**src/rtl/tick_frame_source_if.sv**
```systemverilog
// Byte-feed input and Q16.16 tick output bundle for tick_frame_source.
// master: the frame source itself. slave: the feed/consumer environment.
interface tick_frame_source_if;
    logic        byte_valid;
    logic        byte_ready;
    logic [7:0]  byte_data;
    logic        tick_valid;
    logic        tick_ready;
    logic [31:0] tick_data;
    logic        crc_err;
    logic        drop;

    modport master (
        input  byte_valid, byte_data, tick_ready,
        output byte_ready, tick_valid, tick_data, crc_err, drop
    );

    modport slave (
        output byte_valid, byte_data, tick_ready,
        input  byte_ready, tick_valid, tick_data, crc_err, drop
    );
endinterface

```
**src/rtl/tick_frame_source.sv**
```systemverilog
// Parses sync/4-byte/XOR frames from a byte feed and queues Q16.16 ticks for a valid/ready output.
// Optional TICK_STATS_EN adds saturating good/crc/drop frame counters.
module tick_frame_source #(
    parameter int          DEPTH     = 4,
    parameter logic [7:0]  SYNC_BYTE = 8'hA5
) (
    input  logic                 clk,
    input  logic                 rst_n,
    tick_frame_source_if.master  bus
`ifdef TICK_STATS_EN
    ,
    output logic [15:0]          stat_good,
    output logic [15:0]          stat_crc,
    output logic [15:0]          stat_drop
`endif
);

    localparam int           PW      = $clog2(DEPTH);
    localparam logic [PW:0]  PTR_ONE = {{PW{1'b0}}, 1'b1};

    typedef enum logic [1:0] {HUNT, PAYLOAD, CHECK} state_t;

    state_t        state_q;
    logic [1:0]    cnt_q;
    logic [31:0]   asm_q;
    logic [7:0]    csum_q;

    logic [31:0]   mem [DEPTH];
    logic [PW:0]   wr_ptr_q, wr_ptr_d;
    logic [PW:0]   rd_ptr_q, rd_ptr_d;

    logic          ready_q;
    logic          tick_valid_q, tick_valid_d;
    logic [31:0]   tick_data_q, tick_data_d;
    logic          crc_err_q;
    logic          drop_q;

    logic          check_byte;
    logic          commit;
    logic          bad_crc;
    logic          pop;
    logic          full_q;
    logic          full_after_pop;
    logic          push;

    always_comb begin
        check_byte     = bus.byte_valid && (state_q == CHECK);
        commit         = check_byte && (bus.byte_data == csum_q);
        bad_crc        = check_byte && (bus.byte_data != csum_q);
        pop            = tick_valid_q && bus.tick_ready;
        full_q         = (wr_ptr_q[PW] != rd_ptr_q[PW]) &&
                         (wr_ptr_q[PW-1:0] == rd_ptr_q[PW-1:0]);
        // A pop in the same cycle frees the slot the commit needs.
        full_after_pop = full_q && !pop;
        push           = commit && !full_after_pop;

        rd_ptr_d = pop  ? (rd_ptr_q + PTR_ONE) : rd_ptr_q;
        wr_ptr_d = push ? (wr_ptr_q + PTR_ONE) : wr_ptr_q;

        tick_valid_d = (wr_ptr_d != rd_ptr_d);
        tick_data_d  = tick_data_q;
        // Head slot being written this very cycle is not in mem yet; bypass it.
        if (tick_valid_d) begin
            if (push && (rd_ptr_d == wr_ptr_q)) begin
                tick_data_d = asm_q;
            end else begin
                tick_data_d = mem[rd_ptr_d[PW-1:0]];
            end
        end
    end

    always_ff @(posedge clk) begin
        if (push) begin
            mem[wr_ptr_q[PW-1:0]] <= asm_q;
        end
    end

    always_ff @(posedge clk or negedge rst_n) begin
        if (!rst_n) begin
            state_q      <= HUNT;
            cnt_q        <= 2'd0;
            asm_q        <= 32'd0;
            csum_q       <= 8'd0;
            wr_ptr_q     <= '0;
            rd_ptr_q     <= '0;
            ready_q      <= 1'b0;
            tick_valid_q <= 1'b0;
            tick_data_q  <= 32'd0;
            crc_err_q    <= 1'b0;
            drop_q       <= 1'b0;
        end else begin
            ready_q      <= 1'b1;
            wr_ptr_q     <= wr_ptr_d;
            rd_ptr_q     <= rd_ptr_d;
            tick_valid_q <= tick_valid_d;
            tick_data_q  <= tick_data_d;
            crc_err_q    <= bad_crc;
            drop_q       <= commit && full_after_pop;

            case (state_q)
                HUNT: begin
                    if (bus.byte_valid && (bus.byte_data == SYNC_BYTE)) begin
                        state_q <= PAYLOAD;
                        cnt_q   <= 2'd0;
                        csum_q  <= 8'd0;
                    end
                end
                PAYLOAD: begin
                    if (bus.byte_valid) begin
                        asm_q  <= {asm_q[23:0], bus.byte_data};
                        csum_q <= csum_q ^ bus.byte_data;
                        cnt_q  <= cnt_q + 2'd1;
                        if (cnt_q == 2'd3) begin
                            state_q <= CHECK;
                        end
                    end
                end
                CHECK: begin
                    if (bus.byte_valid) begin
                        state_q <= HUNT;
                    end
                end
                default: state_q <= HUNT;
            endcase
        end
    end

    assign bus.byte_ready = ready_q;
    assign bus.tick_valid = tick_valid_q;
    assign bus.tick_data  = tick_data_q;
    assign bus.crc_err    = crc_err_q;
    assign bus.drop       = drop_q;

`ifdef TICK_STATS_EN
    logic [15:0] stat_good_q, stat_crc_q, stat_drop_q;

    always_ff @(posedge clk or negedge rst_n) begin
        if (!rst_n) begin
            stat_good_q <= 16'd0;
            stat_crc_q  <= 16'd0;
            stat_drop_q <= 16'd0;
        end else begin
            if (push && (stat_good_q != 16'hFFFF)) begin
                stat_good_q <= stat_good_q + 16'd1;
            end
            if (bad_crc && (stat_crc_q != 16'hFFFF)) begin
                stat_crc_q <= stat_crc_q + 16'd1;
            end
            if (commit && full_after_pop && (stat_drop_q != 16'hFFFF)) begin
                stat_drop_q <= stat_drop_q + 16'd1;
            end
        end
    end

    assign stat_good = stat_good_q;
    assign stat_crc  = stat_crc_q;
    assign stat_drop = stat_drop_q;
`endif

endmodule

```
**src/flat_wrapper.sv**
```systemverilog
// flat-port wrapper written by rule: the top's interface ports become plain ports
module tick_frame_source_flat 
#(
    parameter int          DEPTH     = 4,
    parameter logic [7:0]  SYNC_BYTE = 8'hA5
)
  (clk, rst_n, bus_byte_valid, bus_byte_data, bus_tick_ready, bus_byte_ready, bus_tick_valid, bus_tick_data, bus_crc_err, bus_drop);
  tick_frame_source_if bus_i ();
  input  logic clk;
  input  logic rst_n;
  input wire logic [$bits(bus_i.byte_valid)-1:0] bus_byte_valid;
  input wire logic [$bits(bus_i.byte_data)-1:0] bus_byte_data;
  input wire logic [$bits(bus_i.tick_ready)-1:0] bus_tick_ready;
  output wire logic [$bits(bus_i.byte_ready)-1:0] bus_byte_ready;
  output wire logic [$bits(bus_i.tick_valid)-1:0] bus_tick_valid;
  output wire logic [$bits(bus_i.tick_data)-1:0] bus_tick_data;
  output wire logic [$bits(bus_i.crc_err)-1:0] bus_crc_err;
  output wire logic [$bits(bus_i.drop)-1:0] bus_drop;
  assign bus_i.byte_valid = bus_byte_valid;
  assign bus_i.byte_data = bus_byte_data;
  assign bus_i.tick_ready = bus_tick_ready;
  assign bus_byte_ready = bus_i.byte_ready;
  assign bus_tick_valid = bus_i.tick_valid;
  assign bus_tick_data = bus_i.tick_data;
  assign bus_crc_err = bus_i.crc_err;
  assign bus_drop = bus_i.drop;
  tick_frame_source #(.DEPTH(DEPTH), .SYNC_BYTE(SYNC_BYTE)) u_core (.clk(clk), .rst_n(rst_n), .bus(bus_i));
endmodule
```
**config.mk**
```make
export PLATFORM = sky130hd
export DESIGN_NAME = tick_frame_source_flat
export DESIGN_NICKNAME = d
export VERILOG_FILES = /design/src/rtl/tick_frame_source_if.sv /design/src/rtl/tick_frame_source.sv /design/src/flat_wrapper.sv
export SDC_FILE = /design/constraint.sdc
export NUM_CORES = 1
export LEC_CHECK = 0
export BUFFER_PORTS_ARGS = -buffer_cell sky130_fd_sc_hd__buf_2
export CELL_PAD_IN_SITES_DETAIL_PLACEMENT = 1
export CELL_PAD_IN_SITES_GLOBAL_PLACEMENT = 1
export CORE_MARGIN = 8
export CORE_UTILIZATION = 53
export CTS_BUF_LIST = sky130_fd_sc_hd__clkbuf_4
export DETAILED_ROUTE_END_ITERATION = 8
export HOLD_SLACK_MARGIN = 0.05
export PLACE_DENSITY = 0.8
export SETUP_SLACK_MARGIN = 0.05
export SLEW_MARGIN = 0
export SYNTH_ARGS = -nofsm -noshare
export SYNTH_HDL_FRONTEND = slang
export SYNTH_SLANG_ARGS = --single-unit
```
**constraint.sdc**
```tcl
create_clock -name clk -period 3.38 [get_ports clk]
set_input_delay 0.338 -clock clk [delete_from_list [all_inputs] [get_ports clk]]
set_output_delay 0.338 -clock clk [all_outputs]
set_load 0.02 [all_outputs]
```
==> summary.md, run 1 <==
The die covers 0.0213 sq mm. The final-report max-slew violation count came out at 0. The run gives 0 as the final hold violation count.

edfxtp_1 takes more of the synthesized area than any other cell. After synthesis, the share of flip-flops with an asynchronous set or reset is 40.2%. The data required time of the critical path was 3870 ps; the x dimension of the die was 146 um.

The combinational cell fraction of total power came out at 33.2%. The area growth from synthesis to layout is 14.9%, and the count of synthesis-stage warnings from yosys is 0. Library cell contributing the largest single delay on the critical path: buf_4.

The final instance count without filler cells came out at 957. By instance count, the leading cell after synthesis is edfxtp_1. Shortest period the worst path allows: 2840 ps. For the final RePlAce weighted congestion, the log shows 0.762.

Pre-CTS setup slack: 520 ps. The worst setup path is captured at a flip-flop. In this run the tightest slew margin relative to its limit is 39.5%. The synthesized design contains 128 enable-type register cells.

In this run switching power makes up 31.4% of total power. Per-cell routed wire length: 20.6 um. The die boundary height was 146 um; the internal power was 5.42 mW.

After detailed routing, the number of vias per cell comes to 5.39. The run gives 0 as the initial antenna violation count. After Yosys synthesis, full adders, half adders and majority gates account for 0.840% of the synthesized area. Of the total synthesized cell area, the portion taken by AND, OR, NAND and NOR gates is 6.64%.

The number of buffer and inverter stages on the critical path is 1, and the sum of net half-perimeters after detailed placement is 11300 um. The share of synthesized area occupied by flip-flops and latches came out at 67.1%. For this run, the slowest stage of the critical path takes 560 ps.

The combined flip-flop and latch cell area is 0.00600 sq mm, and the layout filler cell count is 1593. The net count of the mapped netlist is 610. Setup repair after global routing left no endpoint under its margin. VDD sags by at most 0.983 mV. The logs give 545 ps for the minimum setup slack in the final design and 0 for the final count of negative-setup-slack endpoints. The worst hold path belongs to the class primary input to async pin.

The number of clock buffers added by TritonCTS is 54. In this run the register-to-register setup slack is 540 ps. Power per cell area: 770 mW/mm^2. For this block, the routed nets add up to 19700 um of wire. The total number of placement rows was 47; the final antenna-violating net count was 0. The analysis attributes to cell leakage a power of 4.59 nW. The clock sink count is 214. 0 antenna diodes ended up in the layout.

The maximum fanout count along the critical path was 32. Largest family of logic cells by synthesized area: multiplexers. The proportion of netlist area held by the largest area contributor works out to 43.0%. Ratio of cells with drive above 1 in the final layout: 29.4%. Of the total synthesized cell area, the portion taken by XOR and XNOR cells is 1.86%. The share of total power dissipated in sequential elements is 39.7%. For the pin with the worst max-slew slack, the measured transition is 908 ps. The tools report the all-layer global routing usage as 18.9%. After detailed routing, the number of remaining DRC violations is 0. The run gives 0 as the post-CTS setup repair buffer count. The flow ran to the end, and the final reports show no timing, DRC or antenna violations. The total negative slack for setup checks is 0 ps, and the mean instance size in the synthesized netlist is 15.1 sq um.

Ranked by total cell area, the synthesized netlist is headed by edfxtp_1 43%, dfrtp_1 24%, mux2i_1 11%. Clock-pin slew was measured on the worst setup and hold paths at 70 ps. Port buffering added 47 buffers. TritonCTS built the clock tree. The cell area after synthesis was 0.00894 sq mm; the cell count after placement was 845.

The tools report the global-route wire length before repair as 31800 um. After synthesis, the share of cell area in mux cells is 20.5%. The number of H-tree levels is 2, and the number of maximum-capacitance violations is 0.

The run gives 353 MHz as the fmax. In the finished design, the share of the clock period the worst path needs comes to 83.9%. Across the routed clock network, the largest skew measured is 42.3 ps.

The via count of the first global-routing pass was 5878; the area of combinational cells with multiple inputs was 0.00284 sq mm. The region available for standard cell placement spans 0.0165 sq mm. The routed layout has 5158 vias.

The kind of cell with the highest combined delay on the critical path is multiplexers. In this run, the number of DRC markers left after iteration 0 of detailed routing was 192. Ranked by instance count, the synthesized netlist is headed by 128 x edfxtp_1, 105 x nand2_1, 97 x mux2i_1. The critical path goes through xnor2_1 -> a41oi_2 -> or3b_1 -> nand4b_4 -> buf_4 -> mux2_1 -> mux2_2.

The worst setup path is launched from a flip-flop. For the clock latency at the later pin of the worst-skew pair, the log shows 640 ps. Synthesis handed over a netlist of 592 instances. The clock network burns 27.2% of the power.

The run gives 54.1% as the initial core utilization. The most used flip-flop cell after synthesis is edfxtp_1. The final-stage net count came out at 710. The synthesized netlist devotes 1.40% of its cell area to compound gates.

The logs give 3330 ps for the critical path data arrival time and 48 for the top-level port count. The tree is rooted in a clkbuf_4. The logs give 3 for the maximum number of buffers from clock root to sink and 4 for the first-pass iteration count of the detailed router. Yosys mapped the design onto 35 distinct sky130hd cell types. The net load switching power was 2.48 mW; the post-synthesis sequential element count was 214. The tools report the maximum number of pins on one net before global-route repair as 66. The residual overflow from global routing was 0. The kind of critical path was flip-flop to flip-flop.
[registers in the layout, summed over array words and instances, names as in the netlist, 2 cells and up]
name                  cells
u_core.cnt_q              2
u_core.csum_q             8
u_core.rd_ptr_q           3
u_core.mem              128
u_core.wr_ptr_q           3
u_core.state_q            2
u_core.asm_q             32
u_core.bus.tick_data     32
[worst paths after layout]
path                               startpoint                        to  cells after the start
setup / recovery           u_core.rd_ptr_q[0]  u_core.bus.tick_data[28]                      7
hold / removal                          rst_n  u_core.bus.tick_data[26]                      2
setup reg to reg           u_core.rd_ptr_q[0]  u_core.bus.tick_data[28]                      7
hold reg to reg               u_core.cnt_q[0]           u_core.cnt_q[0]                      1
max in group asynchronous               rst_n          u_core.asm_q[10]                      3
min in group clk              u_core.cnt_q[0]           u_core.cnt_q[0]                      1
[cell families (layout without fill, tap and decap cells)]
kind of cell / after synthesis / count (layout)
simple gates: 137 / 137
other cells: 1 / 1
buf+inv: 30 / 175
mux: 163 / 163
flops: 214 / 214
xor+xnor: 19 / 19
fa+ha+maj: 6 / 6
compound gates: 22 / 22
[stage by stage]
stage	hold slack, ps	instance area, sq um	utilization, %	power, mW
after floorplan	42.4	8940	-	5.15
after global placement	471	9460	57.3	5.73
after detailed placement	484	9460	57.3	5.84
after CTS	369	10300	62.1	8.03
after global routing	415	10300	62.1	8.33
final	365	10300	62.1	7.91
[cells in the final DEF, fill, tap and decap left out, drive strengths merged]
cell type / instances
o22ai: 1
nor4: 1
mux2: 65
nor2: 12
nand4b: 1
edfxtp: 128
a21oi: 1
dlygate4sd3: 11
xor2: 4
nand3: 1
a21o: 1
nand4: 4
nand2: 105
clkbuf: 84
dfrtp: 86
nand3b: 1
o21ai: 18
nand2b: 2
inv: 5
nor4b: 2
a41oi: 1
conb: 1
buf: 59
nor2b: 1
and3: 5
or3b: 1
mux2i: 98
xnor2: 15
ha: 6
clkinv: 16
nor4bb: 1
[timing repair]
item,in CTS,in global routing
gates resized for setup,0,0
hold endpoints to repair,81,0
hold buffers,11,0
[metal layers]
layer	track usage (%)	share of wire, %	vias to the layer above
met5	0	0	-
met1	22.6	43	2670
met4	5.62	1.2	0
met3	4.23	3.5	21
li1	-	-	2377
met2	33.3	52	90
[final cells by class]
cell class                      count  share of cell area, %
Multi-Input combinational cell    348                   27.6
Clock inverter                     17                  0.658
Sequential cell                   214                   58.4
Inverter                            4                  0.146
Tap cell                          220                   2.68
Clock buffer                       84                   6.14
Timing Repair Buffer               70                   4.39
[power groups by stage]
| stage | Clock (mW) | Sequential [mW] | Combinational, mW |
|---|---|---|---|
| 3_5_place_dp | 0 | 3.20 | 2.65 |
| 6_report | 2.15 | 3.14 | 2.62 |
| 3_3_place_gp | 0 | 3.18 | 2.56 |
| 2_1_floorplan | 0 | 3.37 | 1.78 |
| 5_1_grt | 2.35 | 3.17 | 2.81 |
| 4_1_cts | 2.21 | 3.14 | 2.67 |
(Power assumes the default switching activity.)
==> run 2: changes to the inputs <==
--- a/config.mk
+++ b/config.mk
@@ -5,15 +5,16 @@
 export SDC_FILE = /design/constraint.sdc
 export NUM_CORES = 1
 export LEC_CHECK = 0
+export ABC_AREA = 1
 export BUFFER_PORTS_ARGS = -buffer_cell sky130_fd_sc_hd__buf_2
 export CELL_PAD_IN_SITES_DETAIL_PLACEMENT = 1
 export CELL_PAD_IN_SITES_GLOBAL_PLACEMENT = 1
 export CORE_MARGIN = 8
-export CORE_UTILIZATION = 53
+export CORE_UTILIZATION = 46
 export CTS_BUF_LIST = sky130_fd_sc_hd__clkbuf_4
 export DETAILED_ROUTE_END_ITERATION = 8
 export HOLD_SLACK_MARGIN = 0.05
-export PLACE_DENSITY = 0.8
+export PLACE_DENSITY = 0.77
 export SETUP_SLACK_MARGIN = 0.05
 export SLEW_MARGIN = 0
 export SYNTH_ARGS = -nofsm -noshare
==> constraint.sdc (replaced) <==
create_clock -name clk -period 2.3 [get_ports clk]
set_input_delay 0.23 -clock clk [delete_from_list [all_inputs] [get_ports clk]]
set_output_delay 0.23 -clock clk [all_outputs]
set_load 0.02 [all_outputs]
==> summary.md, run 2 <==
The run finished with clean final reports. The number of H-tree levels is 2 (unchanged). The final instance count without filler cells was 1255 (+31%); the cell area after synthesis was 0.00911 sq mm (+2.0%). For the TritonCTS buffer count, the log shows 55 (+1.9%).

The commonest register cell after synthesis was edfxtp_1. The total number of placement rows is 51 (+8.5%). The pre-CTS setup slack was 119 ps (-401 ps); the worst-case clock skew was 38.7 ps (-3.66 ps). Maximum number of buffers from clock root to sink: 3 (unchanged). Number of maximum-capacitance violations: 0 (unchanged). Setup repair after global routing could not meet its margin everywhere. The clock latency at the later pin of the worst-skew pair came out at 670 ps (+30 ps). The logs give 2670 ps (-660 ps) for the critical path data arrival time and 0 (unchanged) for the count of synthesis-stage warnings from yosys. The tools report the fmax as 463 MHz (+31%).

From synthesis to final layout, the design area changed by 17.5%. The top-level port count is 48 (unchanged), and the fraction of the cycle the final worst path needs is 93.8% (+9.9 points). The cell count after placement was 1135 (+34%).

The share of synthesized area occupied by flip-flops and latches is 65.8% (-1.3 points). The area of combinational cells with multiple inputs was 0.00270 sq mm (-4.8%); the relative slew slack was 61.8% (+22 points). The final-report max-slew violation count was 0 (unchanged). The global-route wire length before repair is 37600 um (+18%). The endpoint identified for the worst register-to-register timing path is u_core.bus.tick_data[16].

The combined flip-flop and latch cell area was 0.00600 sq mm (about the same); the final count of negative-setup-slack endpoints was 0 (unchanged). Minimum setup slack in the final design: 142 ps (-403 ps). The first-pass iteration count of the detailed router came out at 4 (unchanged).

The final routed wirelength across all metal layers is 23900 um (+21%). The die boundary height is 157 um (+7.5%), and the number of flops mapped to enable cells by yosys is 128 (unchanged). The final hold violation count came out at 0 (unchanged). DRC violations left: 0 (unchanged).

The net count of the mapped netlist is 870 (+43%), and the flip-flop count of the largest register, all copies and words added is 128 (unchanged). The fraction of met2 tracks used by global routing is 35.0% (+1.7 points), and the initial core utilization is 46.8% (-7.2 points). Sort of element at the end of the critical path: a flip-flop.

The ratio of cells with drive above 1 in the final layout was 22.9% (-6.6 points). The clock slew seen by the registers of the worst setup and hold paths is 70 ps (about the same), and the area of the die is 0.0246 sq mm (+16%). Residual overflow from global routing: 0 (unchanged). Leaving out fill and tap cells, the most frequent cells in the layout are 292 x nand2_1, 128 x edfxtp_1, 88 x clkbuf_4, 85 x dfrtp_1, 56 x inv_1. The worst hold slack came out at 108 ps (-258 ps). Post-synthesis sequential element count: 214 (unchanged).

Startpoint of the worst register-to-register path: u_core.csum_q[5]. The logs give 4.49 nW (-2.3%) for the leakage power total and 7179 (+22%) for the via count of the first global-routing pass. The actual slew at the worst max-slew pin came out at 573 ps (-335 ps). The instance count of the mapped netlist is 852 (+44%).

The sum of net half-perimeters after detailed placement is 13500 um (+19%). The core outline area is 0.0195 sq mm (+18%), and the clock sink count is 214 (unchanged). The x dimension of the die works out to 157 um (+7.5%).

For the maximum number of pins on one net before global-route repair, the log shows 68 (+3.0%). The run gives 6600 (+28%) as the total number of vias. The total negative slack for setup checks is 0 ps (unchanged). The final-stage net count was 960 (+35%); the per-cell routed wire length was 19.1 um (-7.6%).

Summed over all instances, the cell type with the most area after synthesis is edfxtp_1. The power per cell area works out to 1320 mW/mm^2 (+72%). Initial antenna violation count: 1 (+1). The port buffer count came out at 47 (unchanged). Ranked by instance count, the synthesized netlist is headed by 295 x nand2_1, 128 x edfxtp_1, 86 x dfrtp_1.

The proportion of netlist area held by the largest area contributor works out to 42.2% (-0.84 points). The tools report the global-route track usage on met3 as 4.22% (-0.0093 points). The kind of critical path is flip-flop to flip-flop. The path class of the tightest hold or removal check is primary input to async pin. The worst setup slack for register-to-register paths was 140 ps (-400 ps). The mean instance size in the synthesized netlist works out to 10.7 sq um (-29%).

TritonCTS built the clock tree. The ratio of routed vias to standard cells came out at 5.26 (-2.4%). The run gives 2810 ps (-1060 ps) as the data required time of the critical path. Number of cells on the worst reg-to-reg path: 15 (+8). The DRC violation total after the first TritonRoute iteration was 294 (+53%). The CTS root buffer was clkbuf_4. The maximum fanout count along the critical path works out to 17 (-47%). The logs give 32 (-8.6%) for the unique cell type count in the Yosys netlist and 0 (unchanged) for the final antenna-violating net count. The share of synthesized registers carrying an async set or reset is 40.2% (unchanged), and the final RePlAce weighted congestion is 0.742 (-2.7%). In the post-synthesis netlist, the cell with the most instances is nand2_1.

The tools report the routing usage on met1 as 22.9% (+0.27 points). By area the synthesized netlist is led by edfxtp_1 42%, dfrtp_1 24%, nand2_1 12%. The all-layer global routing usage is 19.5% (+0.65 points). After global routing, the most crowded layer is met2. Leading cell type in the layout, fill and taps excluded: nand2_1.

For the layout filler cell count, the log shows 2157 (+35%). The shortest period the worst path allows was 2160 ps (-677 ps). The maximum ir drop on the vdd rail is 0.576 mV (-41%). The worst setup path is launched from a flip-flop.
==> run 2: cell types whose count changed after synthesis, sizes merged, moves of 32 or more <==
cell,before,now
nand3,1,39
mux2,65,0
nand2,105,302
a32oi,0,32
inv,4,67
o21ai,18,74
mux2i,98,0
==> run 2: area by class of cell <==
type,instances,share of cell area [%]
diodes,1,0.0234
clock buffers,88,6.17
clock inverters,16,0.876
inverters,67,2.35
multi-input cells,526,25.2
flip-flops and latches,214,56.0
well taps,265,3.10
repair buffers,78,6.32
==> run 2: repair_timing <==
action,4_1_cts,5_1_grt
buffers inserted,0,2
hold buffers,11,0
endpoints found under the setup margin,0,32
gates resized for setup,0,8
endpoints found under the hold margin,107,0
==> run 2: logic make-up (layout without fill, tap and decap cells) <==
kind of cell	count (synthesis)	after routing	share of synthesized area [%]
other cells	1	2	0.0411
compound gates	139	139	10.2
fa+ha+maj	6	6	0.824
flops	214	214	65.8
xor+xnor	6	6	0.577
buf+inv	113	249	5.49
simple gates	373	374	17.1
==> run 2: critical path, cell delays in order (launching register included) <==
cell and delay (ps):
dfrtp_1 380, inv_1 80, nand2_1 70, nand2_1 110, nand2_2 80, inv_1 60
nand2_1 50, nor2_1 190, nand4_1 130, nand2_1 100, nand2_1 100, nor2_4 130
buf_4 180, nand2_8 130, nand2_1 120, nand2_1 80
==> run 2: how the worst max path moves through the flow <==
stage,start,end,slack [ps],depth (start not counted)
floorplan,u_core.wr_ptr_q[0],u_core.mem[0][0],-430,7
global placement,u_core.rd_ptr_q[0],u_core.bus.tick_data[18],200,9
detailed placement,u_core.rd_ptr_q[0],u_core.bus.tick_data[16],120,9
CTS,u_core.rd_ptr_q[0],u_core.bus.tick_data[16],80,9
global route,u_core.csum_q[3],u_core.bus.tick_data[16],-10,14
finish,u_core.csum_q[5],u_core.bus.tick_data[16],140,15
==> run 2: per-layer routing <==
layer / part of all wire, % / wire [um] / vias to the layer above
met5: 0 / 0 / -
met4: 2.1 / 511 / 0
met3: 4.9 / 1180 / 40
met2: 51 / 12200 / 146
met1: 42 / 9990 / 3311
li1: - / - / 3103
==> run 2: where the power goes <==
part	switching, mW	total [mW]	internal [mW]
sequential	0.509	5.32	4.81
clock	1.56	3.41	1.85
combinational	3.61	5.45	1.84
total	5.68	14.2	8.50
==> run 2: metrics by stage <==
step | instance area (sq um) | total power, mW | utilization (%)
floorplan | 9120 | 8.94 | -
CTS | 10600 | 14.2 | 54.5
finish | 10700 | 14.2 | 55.0
global placement | 9750 | 10.4 | 50.1
global route | 10700 | 15.2 | 55.0
detailed placement | 9750 | 10.7 | 50.1
